### src/rtl/apb_pkg.sv
// apb_pkg: shared bus widths and requester state encoding
package apb_pkg;
  localparam int APB_ADDR_W = 5;
  localparam int APB_DATA_W = 8;
  typedef enum logic [1:0] {IDLE = 2'b00, SETUP = 2'b01, ACCESS = 2'b10} state_t;
endpackage

### src/rtl/apb_requester_if.sv
// apb_requester_if: host command/response handshakes plus the APB requester port
interface apb_requester_if;
  import apb_pkg::*;
  logic                  cmd_valid;
  logic                  cmd_ready;
  logic                  cmd_write;
  logic [APB_ADDR_W-1:0] cmd_addr;
  logic [APB_DATA_W-1:0] cmd_wdata;
  logic                  rsp_valid;
  logic                  rsp_ready;
  logic [APB_DATA_W-1:0] rsp_rdata;
  logic                  rsp_err;
  logic                  busy;
  logic                  psel;
  logic                  penable;
  logic                  pwrite;
  logic [APB_ADDR_W-1:0] paddr;
  logic [APB_DATA_W-1:0] pwdata;
  logic [APB_DATA_W-1:0] prdata;
  logic                  pready;
  modport master (
    input  cmd_valid, cmd_write, cmd_addr, cmd_wdata, rsp_ready, prdata, pready,
    output cmd_ready, rsp_valid, rsp_rdata, rsp_err, busy, psel, penable, pwrite, paddr, pwdata
  );
  modport slave (
    output cmd_valid, cmd_write, cmd_addr, cmd_wdata, rsp_ready, prdata, pready,
    input  cmd_ready, rsp_valid, rsp_rdata, rsp_err, busy, psel, penable, pwrite, paddr, pwdata
  );
endinterface

### src/rtl/apb_watchdog.sv
// apb_watchdog: wait-cycle counter with load and terminal count for the PREADY watchdog
module apb_watchdog #(
  parameter int TIMEOUT_CYCLES = 15
) (
  input  logic clk,
  input  logic rst,
  input  logic load,
  input  logic inc,
  output logic tc
);
  localparam int W = TIMEOUT_CYCLES > 0 ? $clog2(TIMEOUT_CYCLES + 1) : 1;
  logic [W-1:0] cnt;
  // Loading 1 makes cnt equal the number of ACCESS cycles spent so far, current one included
  always_ff @(posedge clk)
    if (rst) cnt <= '0;
    else if (load) cnt <= W'(1);
    else if (inc && !tc) cnt <= cnt + 1'b1;
  assign tc = (TIMEOUT_CYCLES != 0) && (cnt == W'(TIMEOUT_CYCLES));
endmodule

### src/rtl/apb_requester.sv
// apb_requester: single-beat host commands to APB transfers with a PREADY watchdog
module apb_requester
  import apb_pkg::*;
#(
  parameter int TIMEOUT_CYCLES = 15
) (
  input logic            PCLK,
  input logic            PRESET,
  apb_requester_if.master bus
);
  state_t                state, state_nx;
  logic [APB_ADDR_W-1:0] paddr;
  logic                  pwrite;
  logic [APB_DATA_W-1:0] pwdata;
  logic [APB_DATA_W-1:0] rsp_rdata;
  logic                  rsp_valid, rsp_err;
  logic                  cmd_ready, accept, done, tout, tc;
  always_comb begin
    cmd_ready = (state == IDLE) && (!rsp_valid || bus.rsp_ready);
    accept    = cmd_ready && bus.cmd_valid;
    done      = (state == ACCESS) && bus.pready;
    tout      = (state == ACCESS) && !bus.pready && tc;
    state_nx  = state == IDLE  ? (accept ? SETUP : IDLE) :
                state == SETUP ? ACCESS :
                (done || tout) ? IDLE : ACCESS;
  end
  always_ff @(posedge PCLK)
    if (PRESET) begin
      state     <= IDLE;
      paddr     <= '0;
      pwrite    <= 1'b0;
      pwdata    <= '0;
      rsp_valid <= 1'b0;
      rsp_err   <= 1'b0;
      rsp_rdata <= '0;
    end else begin
      state <= state_nx;
      if (accept) begin
        paddr  <= bus.cmd_addr;
        pwrite <= bus.cmd_write;
        pwdata <= bus.cmd_wdata;
      end
      if (done || tout) begin
        rsp_valid <= 1'b1;
        rsp_err   <= tout;
        rsp_rdata <= (done && !pwrite) ? bus.prdata : '0;
      end else if (rsp_valid && bus.rsp_ready) rsp_valid <= 1'b0;
    end
  apb_watchdog #(.TIMEOUT_CYCLES(TIMEOUT_CYCLES)) u_wd (
    .clk (PCLK),
    .rst (PRESET),
    .load(state == SETUP),
    .inc (state == ACCESS && !bus.pready),
    .tc  (tc)
  );
  assign bus.cmd_ready = cmd_ready;
  assign bus.rsp_valid = rsp_valid;
  assign bus.rsp_rdata = rsp_rdata;
  assign bus.rsp_err   = rsp_err;
  assign bus.busy      = state != IDLE;
  assign bus.psel      = state != IDLE;
  assign bus.penable   = state == ACCESS;
  assign bus.pwrite    = pwrite;
  assign bus.paddr     = paddr;
  assign bus.pwdata    = pwdata;
endmodule

### src/flat_wrapper.sv
// flat-port wrapper written by rule: the top's interface ports become plain ports
module apb_requester_flat import apb_pkg::*;
#(
  parameter int TIMEOUT_CYCLES = 15
)
  (PCLK, PRESET, bus_cmd_valid, bus_cmd_write, bus_cmd_addr, bus_cmd_wdata, bus_rsp_ready, bus_prdata, bus_pready, bus_cmd_ready, bus_rsp_valid, bus_rsp_rdata, bus_rsp_err, bus_busy, bus_psel, bus_penable, bus_pwrite, bus_paddr, bus_pwdata);
  apb_requester_if bus_i ();
  input logic PCLK;
  input logic PRESET;
  input wire logic [$bits(bus_i.cmd_valid)-1:0] bus_cmd_valid;
  input wire logic [$bits(bus_i.cmd_write)-1:0] bus_cmd_write;
  input wire logic [$bits(bus_i.cmd_addr)-1:0] bus_cmd_addr;
  input wire logic [$bits(bus_i.cmd_wdata)-1:0] bus_cmd_wdata;
  input wire logic [$bits(bus_i.rsp_ready)-1:0] bus_rsp_ready;
  input wire logic [$bits(bus_i.prdata)-1:0] bus_prdata;
  input wire logic [$bits(bus_i.pready)-1:0] bus_pready;
  output wire logic [$bits(bus_i.cmd_ready)-1:0] bus_cmd_ready;
  output wire logic [$bits(bus_i.rsp_valid)-1:0] bus_rsp_valid;
  output wire logic [$bits(bus_i.rsp_rdata)-1:0] bus_rsp_rdata;
  output wire logic [$bits(bus_i.rsp_err)-1:0] bus_rsp_err;
  output wire logic [$bits(bus_i.busy)-1:0] bus_busy;
  output wire logic [$bits(bus_i.psel)-1:0] bus_psel;
  output wire logic [$bits(bus_i.penable)-1:0] bus_penable;
  output wire logic [$bits(bus_i.pwrite)-1:0] bus_pwrite;
  output wire logic [$bits(bus_i.paddr)-1:0] bus_paddr;
  output wire logic [$bits(bus_i.pwdata)-1:0] bus_pwdata;
  assign bus_i.cmd_valid = bus_cmd_valid;
  assign bus_i.cmd_write = bus_cmd_write;
  assign bus_i.cmd_addr = bus_cmd_addr;
  assign bus_i.cmd_wdata = bus_cmd_wdata;
  assign bus_i.rsp_ready = bus_rsp_ready;
  assign bus_i.prdata = bus_prdata;
  assign bus_i.pready = bus_pready;
  assign bus_cmd_ready = bus_i.cmd_ready;
  assign bus_rsp_valid = bus_i.rsp_valid;
  assign bus_rsp_rdata = bus_i.rsp_rdata;
  assign bus_rsp_err = bus_i.rsp_err;
  assign bus_busy = bus_i.busy;
  assign bus_psel = bus_i.psel;
  assign bus_penable = bus_i.penable;
  assign bus_pwrite = bus_i.pwrite;
  assign bus_paddr = bus_i.paddr;
  assign bus_pwdata = bus_i.pwdata;
  apb_requester #(.TIMEOUT_CYCLES(TIMEOUT_CYCLES)) u_core (.PCLK(PCLK), .PRESET(PRESET), .bus(bus_i));
endmodule
### config.mk
export PLATFORM = sky130hd
export DESIGN_NAME = apb_requester_flat
export DESIGN_NICKNAME = d
export VERILOG_FILES = /design/src/rtl/apb_pkg.sv /design/src/rtl/apb_requester_if.sv /design/src/rtl/apb_watchdog.sv /design/src/rtl/apb_requester.sv /design/src/flat_wrapper.sv
export SDC_FILE = /design/constraint.sdc
export NUM_CORES = 1
export LEC_CHECK = 0
export BUFFER_PORTS_ARGS = -buffer_cell sky130_fd_sc_hd__buf_2
export CAP_MARGIN = 20
export CELL_PAD_IN_SITES_DETAIL_PLACEMENT = 0
export CELL_PAD_IN_SITES_GLOBAL_PLACEMENT = 2
export CORE_MARGIN = 2
export CORE_UTILIZATION = 23
export CTS_CLUSTER_SIZE = 8
export DETAILED_ROUTE_END_ITERATION = 12
export PLACE_DENSITY = 0.69
export SLEW_MARGIN = 20
export SYNTH_ARGS = -nofsm -noshare
export SYNTH_HDL_FRONTEND = slang
export SYNTH_SLANG_ARGS = --single-unit
### constraint.sdc
create_clock -name PCLK -period 1.3 [get_ports PCLK]
set_input_delay 0.065 -clock PCLK [delete_from_list [all_inputs] [get_ports PCLK]]
set_output_delay 0.065 -clock PCLK [all_outputs]
set_load 0.05 [all_outputs]
After elaboration in Yosys (flattened, before gate mapping)
Cells that the tools add are included.

Add/subtract/negate cells: 1. $mul: 0. Div/mod/pow operators: 0. Magnitude comparators: 0. Equality and inequality tests: 3. Shift operators: 0. Mux-type cells: 9. Bitwise gates (word level): 0. Reductions and logical operators: 19.

Operator list (count): $logic_and A1 B1 Y1 (8); $mux W8 (1); $mux W2 (3); $reduce_bool A2 Y1 (3); $mux W1 (5); $add A4 B1 Y4 const B (1); $eq A4 B4 Y1 const B (1); $logic_not A1 Y1 (4); $eq A2 B1 Y1 const B (1); $eq A2 B2 Y1 const B (1); $logic_not A2 Y1 (1); $logic_or A1 B1 Y1 (2); $reduce_or A2 Y1 (1).

Flip-flop bits (word level): 30. Bits in latches: 0. Memory bits (writable): 0. Bits in read-only memories: 0. Output and inout port bits: 28. Word-level logic and storage cells: 41. Memories kept: 0.

Logic depth before layout (Yosys ltp)
Gate-level depths: netlist of the first run.

Word-level depth: 7. Depth in mapped cells: 5. Depth with buffers taken out: 4.

Cells and area by module
A second synthesis of the first run with hierarchy kept.

Cells, all modules: 125. Area total of the unflattened synthesis: 1292.5 µm².

Modules (own cells, without submodules): apb_requester (instances 1, cells an instance 102, area an instance 1096.1 µm², sequential area each 520.5 µm²); apb_watchdog (instances 1, cells an instance 23, area an instance 196.4 µm², sequential area each 80.1 µm²).

Least setup slack after synthesis of the first run
Ideal clock, no wire load.

Path type: flip-flop to output port. Start point: register u_core.state[0]. End point: output port bus_cmd_ready. Data arrival time: 1673 ps. Data required time: 1235 ps. Setup slack: -438 ps. Cell stages (with the launch flop): 5. Buffers on the path: 1. Path through: dfxtp_1 nor2_1 inv_2 buf_2 nor2_1.

Cells in the longest elaborated chain, start to end: 2.

Ends and longest elaborated chain: start, declared (line apb_requester.sv:11) `state_t state, state_nx;`; start signal, assigned (line apb_requester.sv:37) `state <= state_nx;`; $logic_not A2 Y1 (line apb_requester.sv:19) `cmd_ready = (state == IDLE) && (!rsp_valid || bus.rsp_ready);`; $logic_and A1 B1 Y1 (line apb_requester.sv:19); end, declared (line flat_wrapper.sv:17) `output wire logic [$bits(bus_i.cmd_ready)-1:0] bus_cmd_ready;`.

Every way passes these cells.

Worst setup path after layout of the first run
Ends and elaborated chain as after synthesis.

==> results of run 1 <==
synth_stat cells, drive strengths merged (2+ instances only):
master / n / area share
dfxtp: 30 / 0.50
a21oi: 20 / 0.086
o31ai: 15 / 0.093
nand4: 14 / 0.072
a22o: 8 / 0.058
buf: 6 / 0.026
clkbuf: 6 / 0.019
nor2: 4 / 0.012
nand3: 3 / 0.012
nor2b: 3 / 0.016
a211oi: 2 / 0.012
and3: 2 / 0.010
inv: 2 / 0.0062
per-stage QoR:
stage               instances   util  instance area, um^2  setup TNS (ns)  setup WS [ns]
floorplan                 128      -                 1240               0        0.00603
global placement          252  0.319                 1630               0         0.0147
detailed placement        252  0.319                 1630               0         0.0132
CTS                       266  0.356                 1820               0        0.00814
global route              269  0.383                 1960          -0.135        -0.0475
finish                    269  0.383                 1960               0         0.0175
routing by layer:
| metal | routed length, um | GRT usage |
|---|---|---|
| met5 | 0 | 0 |
| met4 | 61 | 0.0582 |
| met3 | 105 | 0.0355 |
| met2 | 2020 | 0.224 |
| met1 | 1720 | 0.154 |
worst paths after layout:
check	startpoint	to	slack [ns]	depth (start not counted)
setup / recovery	u_core.state[0]	bus_cmd_ready	0.02	5
hold / removal	bus_prdata[6]	u_core.bus.rsp_rdata[6]	0.002	2
setup reg to reg	u_core.state[0]	u_core.bus.pwdata[6]	0.04	6
hold reg to reg	u_core.bus.paddr[1]	u_core.bus.paddr[1]	0.47	2
final cells by class:
type	instances	area share
Clock inverter	2	0.00512
Sequential cell	30	0.311
Clock buffer	5	0.0352
Tap cell	70	0.0448
Inverter	2	0.00512
Multi-Input combinational cell	84	0.349
Timing Repair Buffer	76	0.250
cell families (layout without fill, tap and decap cells):
| kind of cell | count (synthesis) | in the layout | share of synthesized area |
|---|---|---|---|
| buf+inv | 14 | 85 | 0.0507 |
| fa+ha+maj | 1 | 1 | 0.0103 |
| simple gates | 35 | 35 | 0.175 |
| flops | 30 | 30 | 0.496 |
| compound gates | 48 | 48 | 0.268 |
worst max-delay path, delay by kind of cell, from the launching register on:
family                 cells  cell delay [ns]
buffers and inverters      3             0.38
flip-flops                 1             0.34
AND/OR/NAND/NOR            2             0.23
cells in the final DEF (no fill, tap or decap), types with 2 or more instances in the layout:
cell	count
nor2_1	2
a211oi_1	2
o31ai_2	9
dfxtp_2	3
nor2b_4	2
a21oi_1	18
o31ai_1	3
nand3_1	3
nor2_4	2
o31ai_4	3
nand4_1	14
clkbuf_8	5
buf_12	2
and3_1	2
a22o_1	8
buf_4	19
clkinv_2	2
dfxtp_1	26
buf_2	50
dlygate4sd3_1	3
registers in the layout, summed over array words and instances, names as in the netlist:
name                  flops
u_core.bus.rsp_rdata      8
u_core.u_wd.cnt           4
u_core.bus.paddr          5
u_core.bus.pwrite         1
u_core.state              2
u_core.bus.rsp_err        1
u_core.bus.rsp_valid      1
u_core.bus.pwdata         8
power groups by stage:
| stage | clock network [uW] | registers [uW] | logic (uW) |
|---|---|---|---|
| CTS | 734 | 991 | 553 |
| detailed placement | 0 | 1010 | 489 |
| global placement | 0 | 1010 | 487 |
| finish | 717 | 1000 | 603 |
| floorplan | 0 | 1140 | 212 |
| global route | 770 | 1010 | 637 |
timing repair:
| item | 4_1_cts | 5_1_grt |
|---|---|---|
| buffers inserted | 4 | 2 |
| hold buffers | 3 | 0 |
| pin swaps | 1 | 4 |
| resized for setup | 11 | 24 |
| endpoints found under the hold margin | 3 | 0 |
| gates cloned | 0 | 1 |
| setup endpoints to repair | 8 | 26 |
==> out/results.ini, run 1 <==
[outcome]
outcome=finished, final reports clean

[clock_network]
clock_sinks=30
clock_tree.root_cell=clkbuf_8
h-tree-depth=2
clockBufferDepth=2
cts_tree=done
clk_pin_slew_ns=0.07
cts_buffers=5
clkLatencyLatePin_ns=0.29

[die]
die_h_um=76.5
io_pins=55
core-area_um2=5110
dieArea_um2=5860
row_count=26
die_width_um=76.5
start_util=0.237

[sta]
period_share=0.987
setup_viol=0
finalHoldViolations=0
min_period_ns=1.28
skew_ns=0.0107
holdWs_ns=0.00183
fmax_ghz=0.780
rsz0062_at_grt=true
worst_pin_slew_ns=0.810
drv_slew=0
slew_headroom=0.459

[global_route]
grt_max_degree=16
gr-total-overflow=0
grt_pass1_vias=1335
grt_pass1_wl_um=6100
track_usage=0.131
antenna_found_initial=0

[drt]
routed_wl_um=3900
drc_errors=0
firstDrtPassIters=4
drt_iter0_markers=48
antenna_left=0
viasPerCell=4.78
routedWlPerCell_um=14.5
vias=1285

[power_and_ir_drop]
pwr-share-comb=0.260
p_seq_frac=0.431
p_int_uw=1550
power.clock.fraction=0.309
leakagePower_uw=0.000838
p_sw_uw=775
swShare=0.334
ir_worst_vdd_mv=0.600
power_density_nw_per_um2=1190
p_total_uw=2320

[job]
cap_violations=0

[critical_path]
crit_type=flip-flop to output pin
max_stage_delay_ns=0.34
cp-end-kind=output pin
path_cells=buf_4 -> nor2_4 -> inv_4 -> nor2_4 -> buf_8
crit_top_cell=nor2_4
crit_fanout=9
cp.required_ns=1.24
cpMaxStageDelayCell=dfxtp_2
cp-start-kind=flip-flop
arrival_ns=1.22

[yosys]
syn_area_um2=1210
synthCells=128
avgSynthCellArea_um2=9.45
ys_warn_count=0
synthesis.nets=156
ys_ff_latch=30
synth-main-ff-cell=dfxtp_1
ys_seq_area_frac=0.496
synth-async-reset-ratio=0
synth_cell_types=30
synth_edf_count=0

[hold_path]
hold_class=primary input to flip-flop

[place]
io_buffers=54
place_congestion=0.759
dp_hpwl_um=2580

[layout]
seq_area_um2=608
area_growth_pct=61.7
fill_cells=539
insertedDiodeCount=0
drive_gt1_frac=0.538
multi_input_area_um2=683
final_nets=227

Note: power is estimated with default switching activity, not from simulation.
==> run 2, diff against run 1 <==
--- a/config.mk
+++ b/config.mk
@@ -14,4 +14,5 @@
 export CTS_CLUSTER_SIZE = 8
 export DETAILED_ROUTE_END_ITERATION = 12
+export GPL_TIMING_DRIVEN = 0
 export PLACE_DENSITY = 0.69
 export SLEW_MARGIN = 20
==> constraint.sdc (replaced) <==
create_clock -name PCLK -period 1.3 [get_ports PCLK]
set_input_delay 0.065 -clock PCLK [delete_from_list [all_inputs] [get_ports PCLK]]
set_output_delay 0.065 -clock PCLK [all_outputs]
set_load 0.1 [all_outputs]
==> run 2 against run 1 <==
  * Sequential share of layout area is 2.2 points higher
  * First-iteration DRC count is 29% higher
  * Final area is 3.2% lower
  * Count of clock-buffer cells in the layout is 2 higher
  * Sequential cell count stayed put
==> out/results.ini, run 2 (same netlist as run 1, synthesis figures left out) <==
[critical_path]
crit_type=flip-flop to output pin
arrival_ns=1.23
path_buf_inv=2
cp.required_ns=1.24
max_stage_delay_ns=0.34
path_cells=nor2b_1 -> clkbuf_8 -> nor2_4 -> buf_12
crit_fanout=17
cpMaxStageDelayCell=dfxtp_4
cp-start-kind=flip-flop
path_delay_family=buffers and inverters
cp-end-kind=output pin

[layout]
area_growth_pct=56.6
reg.largest.list=u_core.bus.pwdata: 8 flops, u_core.bus.rsp_rdata: 8 flops, u_core.bus.paddr: 5 flops
final_nets=221
final_util=0.371
mostFrequentLayoutCells=50 x buf_2, 19 x a21oi_1, 15 x o31ai_1, 15 x dfxtp_2, 14 x nand4_1
final_common_cell=buf_2
fill_cells=561
insertedDiodeCount=0
seq_area_um2=631
drive_gt1_frac=0.500
multi_input_area_um2=621

[drt]
routedWlPerCell_um=14.2
firstDrtPassIters=4
antenna_left=0
vias=1276
met3_length_um=212
drc_errors=0
m1WireLength_um=1660
routed_wl_um=3750
top_layer=met4
wl_met2_um=1840
viasPerCell=4.83
drt_iter0_markers=62

[clock_network]
cts_tree=done
clkLatencyLatePin_ns=0.28
clock_tree.root_cell=clkbuf_8
clockBufferDepth=2
h-tree-depth=2
clock_sinks=30
clk_pin_slew_ns=0.06
cts_buffers=5

[die]
core-area_um2=5110
row_count=26
die_width_um=76.5
io_pins=55
dieArea_um2=5860
die_h_um=76.5
start_util=0.237

[sta]
setup_viol=0
skew_ns=0.00640
fin_ws_ns=0.00493
period_share=0.996
min_period_ns=1.30
drv_slew=0
slew_headroom=0.510
worst_pin_slew_ns=0.734
rsz0062_at_grt=true
fmax_ghz=0.772
finalHoldViolations=0

[power_and_ir_drop]
p_total_uw=2530
p_int_uw=1600
pwr-share-comb=0.299
ir_worst_vdd_mv=0.510
power.clock.fraction=0.305
power_density_nw_per_um2=1340
p_sw_uw=937
leakagePower_uw=0.000819
p_seq_frac=0.396
swShare=0.370

[hold_path]
hold_class=primary input to flip-flop

[place]
place_ws_ns=-0.191
dp_hpwl_um=2590
io_buffers=54
place_congestion=0.757

[global_route]
grt_pass1_vias=1266
grt_max_degree=20
gr-total-overflow=0
track_usage=0.130
antenna_found_initial=0
grt_pass1_wl_um=6050

[outcome]
outcome=finished, final reports clean

[job]
cap_violations=0

[run 2: cell types whose count changed in the layout (fill, tap and decap cells not counted), moves of 2 or more]
cell,previous run,this run
buf_12,2,4
clkbuf_8,5,8
buf_4,19,3
dfxtp_4,1,3
dfxtp_2,3,15
clkbuf_1,0,4
o31ai_2,9,0
o31ai_4,3,0
dfxtp_1,26,12
o31ai_1,3,15
nor2b_4,2,0
nor2b_1,1,3
[run 2: per-stage QoR]
stage	hold slack, ns	std cells	cell area, um^2	TNS (ns)
detailed placement	0.285	252	1640	-2.44
global route	0.00215	264	1890	-0.119
floorplan	0.162	128	1280	-0.141
global placement	0.282	252	1640	-2.16
finish	0.00911	264	1890	0
CTS	0.00314	264	1850	-0.00477
[run 2: power groups by stage]
stage               registers, uW  logic, uW  clock network, uW
CTS                          1000        743                805
global route                 1010        792                847
floorplan                    1290        271                  0
detailed placement           1020        680                  0
finish                       1000        758                772
global placement             1020        677                  0
[run 2: path summary, 6_finish.rpt]
kind / startpoint / end / slack, ns / depth (start not counted)
max: u_core.bus.rsp_valid / bus_cmd_ready / 0.005 / 4
min: bus_prdata[0] / u_core.bus.rsp_rdata[0] / 0.009 / 2
max reg2reg: u_core.state[1] / u_core.u_wd.cnt[3] / 0.02 / 3
min reg2reg: u_core.bus.pwdata[6] / u_core.bus.pwdata[6] / 0.47 / 2
[run 2: metal layers]
| layer | vias up | global-route usage |
|---|---|---|
| met5 | - | 0 |
| met4 | 0 | 0.0527 |
| met3 | 5 | 0.0438 |
| met2 | 38 | 0.210 |
| met1 | 604 | 0.158 |
| li1 | 629 | - |
[run 2: repair_timing]
item / CTS / global route
setup endpoints to repair: 21 / 27
resized for setup: 22 / 7
buffers inserted: 1 / 1
hold buffers: 4 / 0
gates cloned: 1 / 0
endpoints found under the hold margin: 4 / 0
pin swaps: 4 / 4
[run 2: worst register-to-register path: stages, from the launching register on]
cell     delay, ns
dfxtp_4       0.37
or3b_4        0.39
or3_1         0.31
a21oi_1       0.14
[run 2: cell type report]
class	instances	area share
Buffer	9	0.0350
Inverter	2	0.00661
Tap cell	70	0.0462
Timing Repair Buffer	60	0.203
Sequential cell	30	0.333
Clock buffer	7	0.0456
Multi-Input combinational cell	85	0.328
Clock inverter	1	0.00264
